### src/rtl/muldiv_if.sv
// Handshake and result bus between the control FSM and the iterative multiply/divide unit.
interface muldiv_if #(
  parameter int unsigned WIDTH = 32
);
  logic             start;
  logic [1:0]       op;
  logic [WIDTH-1:0] a;
  logic [WIDTH-1:0] b;
  logic             busy;
  logic             done;
  logic [WIDTH-1:0] hi;
  logic [WIDTH-1:0] lo;
  logic             div_by_zero;

  modport master (
    output start, op, a, b,
    input  busy, done, hi, lo, div_by_zero
  );

  modport slave (
    input  start, op, a, b,
    output busy, done, hi, lo, div_by_zero
  );
endinterface

### src/rtl/muldiv_unit.sv
// Iterative multiply/divide: one result bit per clock, shift-add multiply and restoring divide
// on operand magnitudes, with sign correction applied in a final FIX cycle.
module muldiv_unit #(
  parameter int unsigned WIDTH = 32
) (
  input  logic     clk,
  input  logic     rst,
  muldiv_if.slave  bus
);
  localparam int unsigned CW = $clog2(WIDTH + 1);
  localparam int unsigned PW = 2 * WIDTH;

  typedef enum logic [1:0] {IDLE, CALC, FIX} state_t;

  state_t           state, state_nxt;
  logic [CW-1:0]    cnt;
  logic             div_op;
  logic             neg_res;
  logic             neg_rem;
  logic [WIDTH-1:0] a_raw;
  logic [WIDTH-1:0] opb;
  logic [WIDTH-1:0] acc_hi;
  logic [WIDTH-1:0] acc_lo;

  logic             load_c, step_c, fix_c;
  logic             sign_a_c, sign_b_c;
  logic [WIDTH-1:0] mag_a_c, mag_b_c;
  logic [WIDTH:0]   add_sum_c, shl_c, sub_c;
  logic             ge_c;
  logic [PW-1:0]    prod_c, prod_fix_c;
  logic [WIDTH-1:0] quo_fix_c, rem_fix_c;
  logic             dbz_c;

  // State register
  always_ff @(posedge clk) begin
    if (rst) state <= IDLE;
    else     state <= state_nxt;
  end

  // Next-state logic
  always_comb begin
    state_nxt = state;
    case (state)
      IDLE:    if (bus.start) state_nxt = CALC;
      CALC:    if (cnt == CW'(1)) state_nxt = FIX;
      FIX:     state_nxt = IDLE;
      default: state_nxt = IDLE;
    endcase
  end

  // Per-state datapath strobes
  always_comb begin
    load_c = 1'b0;
    step_c = 1'b0;
    fix_c  = 1'b0;
    case (state)
      IDLE:    load_c = bus.start;
      CALC:    step_c = 1'b1;
      FIX:     fix_c  = 1'b1;
      default: ;
    endcase
  end

  // Operand magnitudes; op[0] selects the signed variants
  always_comb begin
    sign_a_c = bus.op[0] & bus.a[WIDTH-1];
    sign_b_c = bus.op[0] & bus.b[WIDTH-1];
    mag_a_c  = sign_a_c ? (~bus.a + WIDTH'(1)) : bus.a;
    mag_b_c  = sign_b_c ? (~bus.b + WIDTH'(1)) : bus.b;
  end

  // One iteration of shift-add (multiply) and restoring subtract (divide)
  always_comb begin
    add_sum_c  = {1'b0, acc_hi} + (acc_lo[0] ? {1'b0, opb} : '0);
    shl_c      = {acc_hi, acc_lo[WIDTH-1]};
    ge_c       = shl_c >= {1'b0, opb};
    sub_c      = shl_c - {1'b0, opb};
    prod_c     = {acc_hi, acc_lo};
    prod_fix_c = neg_res ? (~prod_c + PW'(1)) : prod_c;
    quo_fix_c  = neg_res ? (~acc_lo + WIDTH'(1)) : acc_lo;
    rem_fix_c  = neg_rem ? (~acc_hi + WIDTH'(1)) : acc_hi;
    dbz_c      = div_op & (opb == '0);
  end

  // Datapath and registered outputs
  always_ff @(posedge clk) begin
    if (rst) begin
      cnt             <= '0;
      div_op          <= 1'b0;
      neg_res         <= 1'b0;
      neg_rem         <= 1'b0;
      a_raw           <= '0;
      opb             <= '0;
      acc_hi          <= '0;
      acc_lo          <= '0;
      bus.busy        <= 1'b0;
      bus.done        <= 1'b0;
      bus.hi          <= '0;
      bus.lo          <= '0;
      bus.div_by_zero <= 1'b0;
    end else begin
      bus.done <= 1'b0;
      if (load_c) begin
        div_op   <= bus.op[1];
        neg_res  <= sign_a_c ^ sign_b_c;
        neg_rem  <= sign_a_c;
        a_raw    <= bus.a;
        acc_hi   <= '0;
        acc_lo   <= bus.op[1] ? mag_a_c : mag_b_c;
        opb      <= bus.op[1] ? mag_b_c : mag_a_c;
        cnt      <= CW'(WIDTH);
        bus.busy <= 1'b1;
      end else if (step_c) begin
        cnt <= cnt - CW'(1);
        if (div_op) begin
          acc_hi <= ge_c ? sub_c[WIDTH-1:0] : shl_c[WIDTH-1:0];
          acc_lo <= {acc_lo[WIDTH-2:0], ge_c};
        end else begin
          acc_hi <= add_sum_c[WIDTH:1];
          acc_lo <= {add_sum_c[0], acc_lo[WIDTH-1:1]};
        end
      end else if (fix_c) begin
        bus.busy        <= 1'b0;
        bus.done        <= 1'b1;
        bus.div_by_zero <= dbz_c;
        // A zero divisor returns all-ones quotient and the untouched dividend
        if (dbz_c) begin
          bus.hi <= a_raw;
          bus.lo <= '1;
        end else if (div_op) begin
          bus.hi <= rem_fix_c;
          bus.lo <= quo_fix_c;
        end else begin
          bus.hi <= prod_fix_c[PW-1:WIDTH];
          bus.lo <= prod_fix_c[WIDTH-1:0];
        end
      end
    end
  end
endmodule

### src/flat_wrapper.sv
// flat-port wrapper written by rule: the top's interface ports become plain ports
module muldiv_unit_flat 
#(
  parameter int unsigned WIDTH = 32
)
  (clk, rst, bus_start, bus_op, bus_a, bus_b, bus_busy, bus_done, bus_hi, bus_lo, bus_div_by_zero);
  muldiv_if #(.WIDTH(WIDTH)) bus_i ();
  input  logic clk;
  input  logic rst;
  input wire logic [$bits(bus_i.start)-1:0] bus_start;
  input wire logic [$bits(bus_i.op)-1:0] bus_op;
  input wire logic [$bits(bus_i.a)-1:0] bus_a;
  input wire logic [$bits(bus_i.b)-1:0] bus_b;
  output wire logic [$bits(bus_i.busy)-1:0] bus_busy;
  output wire logic [$bits(bus_i.done)-1:0] bus_done;
  output wire logic [$bits(bus_i.hi)-1:0] bus_hi;
  output wire logic [$bits(bus_i.lo)-1:0] bus_lo;
  output wire logic [$bits(bus_i.div_by_zero)-1:0] bus_div_by_zero;
  assign bus_i.start = bus_start;
  assign bus_i.op = bus_op;
  assign bus_i.a = bus_a;
  assign bus_i.b = bus_b;
  assign bus_busy = bus_i.busy;
  assign bus_done = bus_i.done;
  assign bus_hi = bus_i.hi;
  assign bus_lo = bus_i.lo;
  assign bus_div_by_zero = bus_i.div_by_zero;
  muldiv_unit #(.WIDTH(WIDTH)) u_core (.clk(clk), .rst(rst), .bus(bus_i));
endmodule
### config.mk
export PLATFORM = sky130hd
export DESIGN_NAME = muldiv_unit_flat
export DESIGN_NICKNAME = d
export VERILOG_FILES = /design/src/rtl/muldiv_if.sv /design/src/rtl/muldiv_unit.sv /design/src/flat_wrapper.sv
export SDC_FILE = /design/constraint.sdc
export NUM_CORES = 1
export LEC_CHECK = 0
export ABC_AREA = 1
export CORE_MARGIN = 2
export CORE_UTILIZATION = 45
export CTS_CLUSTER_SIZE = 8
export DETAILED_ROUTE_END_ITERATION = 8
export PLACE_DENSITY = 0.65
export SETUP_SLACK_MARGIN = 0.05
export SYNTH_ARGS = -nofsm -noshare
export SYNTH_HDL_FRONTEND = slang
export SYNTH_SLANG_ARGS = --single-unit
### constraint.sdc
create_clock -name clk -period 2.6 [get_ports clk]
set_input_delay 0.52 -clock clk [delete_from_list [all_inputs] [get_ports clk]]
set_output_delay 0.52 -clock clk [all_outputs]
set_load 0.005 [all_outputs]
# Yosys cells after proc, flatten, opt, wreduce, memory -nomap -nowiden
# Index checks and enable logic that the tools add are counted.
# word_totals
regBits	206
inputBits	69
out_inout_bits	67
elab_cells	79
# classes
add_sub_neg	8
magnitude_cmp	1
n_eq_ne	6
n_mux	29
bitwise_logic	11
reduce_logical	9
# ops
operator	count
$mux W32	16
$add A32 B1 Y32 const B	4
$not A32 Y32	4
$add A64 B1 Y64 const B	1
$mux W64	1
$not A64 Y64	1
$add A32 B32 Y33	1
$ge A33 B32 Y1	1
$logic_not A32 Y1	1
$sub A32 B32 Y32	1
$mux W6	2
$mux W1	7
$eq A6 B1 Y1 const B	1
$sub A6 B1 Y6 const B	1
$mux W2	2
$ne A2 B1 Y1 const B	2
$pmux W2 S2	1
$reduce_and A2 Y1	2
$reduce_bool A2 Y1	2
$and A1 B1 Y1	3
$reduce_and A3 Y1	1
$reduce_or A3 Y1	1
$eq A2 B1 Y1 const B	1
$eq A2 B2 Y1 const B	1
5 further kinds	6

# Depth between registers and ports, before layout
# logic_depth
depth_word	5
mapped_depth	20
depth_no_buf	18

# Worst setup path before layout
# Ideal clock, no wire load.
# synth_path
path_type	register -> register
from	register u_core.acc_lo[0]
to	register u_core.acc_hi[11]
setup_ns	0.109
t_arrival_ns	2.187
t_required_ns	2.491
setup_slack_ns	0.304
stages_incl_launch_ff	18
n_path_buf	2
synth_period_minus_slack_ns	2.296
cell_sequence	dfxtp_1 buf_2 clkbuf_1 nand2_1 inv_1 ha_1 fa_1 nand2_1 nand2_1 nand3_1 nand2_1 nand2_1 nand2_1 o21ai_0 nand2_1 nand3b_1 nand2_1 inv_1
# synth_between
elab_chain_cells	3
# synth_rtl
item	line	source
start, declared	muldiv_unit.sv:23	logic [WIDTH-1:0] acc_lo;
start signal, assigned	muldiv_unit.sv:109	acc_lo <= bus.op[1] ? mag_a_c : mag_b_c;
start signal, assigned	muldiv_unit.sv:117	acc_lo <= {acc_lo[WIDTH-2:0], ge_c};
start signal, assigned	muldiv_unit.sv:120	acc_lo <= {add_sum_c[0], acc_lo[WIDTH-1:1]};
$mux W32	muldiv_unit.sv:74	add_sum_c = {1'b0, acc_hi} + (acc_lo[0] ? {1'b0, opb} : '0);
$add A32 B32 Y33	muldiv_unit.sv:74	
$mux W32	muldiv_unit.sv:115	if (div_op) begin
end signal, assigned	muldiv_unit.sv:116	acc_hi <= ge_c ? sub_c[WIDTH-1:0] : shl_c[WIDTH-1:0];
end signal, assigned	muldiv_unit.sv:119	acc_hi <= add_sum_c[WIDTH:1];
end, declared	muldiv_unit.sv:22	logic [WIDTH-1:0] acc_hi;
# Every way passes these cells.
# A chain may end at the register's enable or synchronous reset.

# Worst setup path after layout
# layout_path
from	register u_core.acc_lo[0]
to	register u_core.acc_hi[30]
# The elaborated chain is that of the path after synthesis.

==> results_dict.tcl <==
set metrics [dict create \
    status "finished clean" \
    dp_hpwl_um 75200 \
    tns_ns 0 \
    first_global_vias 22900 \
    routedWlPerCell_um 21.6 \
    crit_start "u_core.acc_lo[0]$_SDFFE_PP0P_" \
    die_h_um 208 \
    syn_avg_cell_area_um2 5.62 \
    r2r_slack_ns 0.08 \
    grt_usage_pct 41.3 \
    r2r-start "u_core.acc_lo[0]$_SDFFE_PP0P_" \
    combPwrFrac_pct 44.7 \
    grtUsageMet2_pct 60.1 \
    grt_pass1_wl_um 137000 \
    ys_ff_latch 206 \
    die_width_um 208 \
    crit_path_end_kind "register" \
    syn_area_um2 18800 \
    portBuffers 135 \
    cts_buffer_depth 3 \
    synth_fp_nets 3478 \
    path_max_fanout 18 \
    finClkSkew_ns 0.0201 \
    ctsHoldBuffers 0 \
    cts_root_buffer "clkbuf_16" \
    power_frac_seq_pct 27.6 \
    p_per_area_nw_per_um2 507 \
    yosysSeqAreaShare_pct 22.0 \
    num_vias 25000 \
    start_kind "register" \
    required_ns 3.14 \
    drive_above_1_share_pct 18.4 \
    r2r_cells 17 \
    setup_ws_ns 0.0785 \
    regToRegEndpoint "u_core.acc_hi[30]$_SDFFE_PP0P_" \
    hp-class "input pin to register" \
    cap_violations 0 \
    gp_congestion 1.10 \
    slew_headroom_pct 46.2 \
    hold_viol_final 0 \
    post-route-drc-count 0 \
    ant_nets 0 \
    layout.nets 3937 \
    intPower_mw 7.54 \
    dieArea_um2 43300 \
    busiest_layer "met2" \
    num_rows 74 \
    crit_arrival_ns 3.06 \
    period_needed_ns 2.52 \
    worst_pin_slew_ns 0.799 \
    overflow 0 \
    core_area_um2 41000 \
    rsz0062_at_grt "yes" \
    post_drt_via_cell_ratio 5.76 \
    cts.sinks 206 \
    syn_to_final_growth_pct 36.0 \
    syn_inst 3337 \
    setup-violations-final 0 \
    yosysUniqueCellTypes 52 \
    swShare_pct 41.7 \
    crit_path_end "u_core.acc_hi[30]$_SDFFE_PP0P_" \
    clk_pin_slew_ns 0.05 \
    first_pass_iters 7 \
    boundaryPins 136 \
    path_class "register to register" \
    antenna_found_initial 2 \
    irDropWorstVdd_mv 0.525 \
    cts_tree "yes" \
    gr-usage-met1_pct 57.6 \
    wl_um 93700 \
    grt_max_degree 80 \
    final_max_slew_viol_count 0 \
    initialDrtViolationCount 3385 \
    max_freq_mhz 397 \
    yosysWarnings 0 \
    pwr-share-clk_pct 27.8 \
    post-place-ws_ns -0.360 \
    cts_buffers 30 \
    worstSkewPairLatency_ns 0.60 \
    h-tree-depth 1 \
    use_met3_pct 10.2 \
    switchingPower_mw 5.40 \
    finalCritPeriodShare_pct 97.0 \
    start_util_pct 45.7 \
    p_leak_nw 12.7 \
]
## per-layer routing
metal  share of wire [%]  wire, um
met5               0.014        13
met4                 5.0      4700
met3                  13     12000
met2                  41     38000
met1                  42     39000
## worst min-delay path by stage
stage / start / endpoint / cells after the start
3_3_place_gp: u_core.a_raw[31]$_SDFFE_PP0P_ / u_core.a_raw[31]$_SDFFE_PP0P_ / 2
2_1_floorplan: u_core.a_raw[31]$_SDFFE_PP0P_ / u_core.a_raw[31]$_SDFFE_PP0P_ / 2
5_1_grt: rst / u_core.state[0]$_SDFFE_PP0P_ / 2
6_report: rst / u_core.state[0]$_SDFFE_PP0P_ / 2
4_1_cts: rst / u_core.state[0]$_SDFFE_PP0P_ / 2
3_5_place_dp: u_core.a_raw[31]$_SDFFE_PP0P_ / u_core.a_raw[31]$_SDFFE_PP0P_ / 2
## state kept, by name, summed over array words and instances (netlist names), 2 cells and up
signal         count
u_core.a_raw      32
u_core.acc_hi     32
u_core.acc_lo     32
u_core.bus.hi     32
u_core.bus.lo     32
u_core.cnt         6
u_core.opb        32
u_core.state       2
## through the flow
step	hold slack, ns	cell area [um^2]	std cells	total power [mW]	utilization (%)
2_1_floorplan	0.424	18800	3337	6.53	-
3_3_place_gp	0.438	23500	4280	8.85	57.3
3_5_place_dp	0.443	23500	4280	8.88	57.3
4_1_cts	0.336	24600	4314	12.5	59.9
5_1_grt	0.353	25500	4330	13.5	62.2
6_report	0.375	25500	4331	12.9	62.2
## timing repair
item,in CTS,in global routing
gates cloned,0,2
pin swaps,1,34
buffers inserted,0,14
setup endpoints to repair,37,70
endpoints found under the hold margin,0,0
resized for setup,74,176
## cells in the mapped netlist, drive strengths merged
cell type / count / area (um^2)
nand2: 1062 / 4040
inv: 514 / 1930
nand3: 317 / 1590
nor2: 297 / 1150
a21oi: 206 / 1030
dfxtp: 206 / 4120
o21ai: 184 / 928
clkbuf: 83 / 312
nand4: 71 / 450
ha: 70 / 876
xor2: 56 / 490
o211ai: 49 / 388
a31oi: 45 / 282
buf: 38 / 185
nor3: 30 / 150
nand3b: 23 / 173
or2: 17 / 106
xnor2: 14 / 123
o2111ai: 8 / 70.1
and2: 7 / 43.8
clkinv: 6 / 22.5
o21bai: 5 / 37.5
o22ai: 5 / 31.3
nor4: 4 / 40.0
o21a: 4 / 30.0
a21o: 3 / 22.5
and3: 2 / 12.5
fa: 2 / 40.0
nor3b: 2 / 26.3
o31ai: 2 / 15.0
a21boi: 1 / 7.51
a221oi: 1 / 8.76
a22oi: 1 / 7.51
a41oi: 1 / 8.76
o221ai: 1 / 8.76
## worst max-delay path, cell delays in order, from the launching register on
cell     delay [ns]
dfxtp_2        0.33
buf_12         0.15
nand2_1        0.08
inv_1          0.04
ha_1           0.29
buf_4          0.15
nand2_1        0.11
nor2_2         0.26
nand2_1        0.11
nand2_2        0.12
nand2_1        0.07
nand2_2        0.15
nand2_1        0.09
nand3_1        0.11
nand3_2        0.15
nand3_1        0.13
nand2_1        0.06
inv_1          0.06
## cells by family (layout without fill, tap and decap cells)
group,Yosys count,after routing,share of synthesized area [%]
AOI/OAI and AO/OA,516,516,15.3
xor gates and xnor gates,70,70,3.27
adders and majority gates,72,72,4.88
buffers and inverters,641,1100,13.1
DFF,206,206,22.0
other,0,1,0
and+or+nand+nor,1832,1834,41.5
## final cells by class
| cell class | instances | area, um^2 |
|---|---|---|
| Sequential cell | 206 | 4130 |
| Multi-Input combinational cell | 2492 | 13300 |
| Tap cell | 532 | 666 |
| Fill cell | 3984 | 15500 |
| Clock buffer | 31 | 764 |
| Timing Repair Buffer | 546 | 4660 |
| Clock inverter | 3 | 42.5 |
| Inverter | 520 | 1950 |
| Antenna cell | 1 | 2.50 |
## placed cells by master, fill, tap and decap left out, types with 20 or more instances in the layout
master,instances
nand2_1,1017
clkdlybuf4s50_1,134
ha_4,36
nand3_1,292
xor2_1,56
ha_1,32
inv_1,493
nor2_1,251
nand4_1,70
o211ai_1,45
nor2_4,25
a31oi_1,45
inv_2,20
nor3_1,27
buf_4,390
nand2_2,39
a21oi_2,28
o21ai_0,158
nand3b_1,23
nor2_2,23
dfxtp_1,201
clkbuf_16,30
nand3_2,22
a21oi_1,176
## power by group through the flow
stage	logic, mW	registers, mW	clock network (mW)
CTS	5.35	3.54	3.59
floorplan	2.97	3.56	0
finish	5.78	3.57	3.59
detailed placement	5.28	3.60	0
global route	6.18	3.58	3.72
global placement	5.25	3.60	0
No activity file was read; power rests on OpenSTA's default activity.
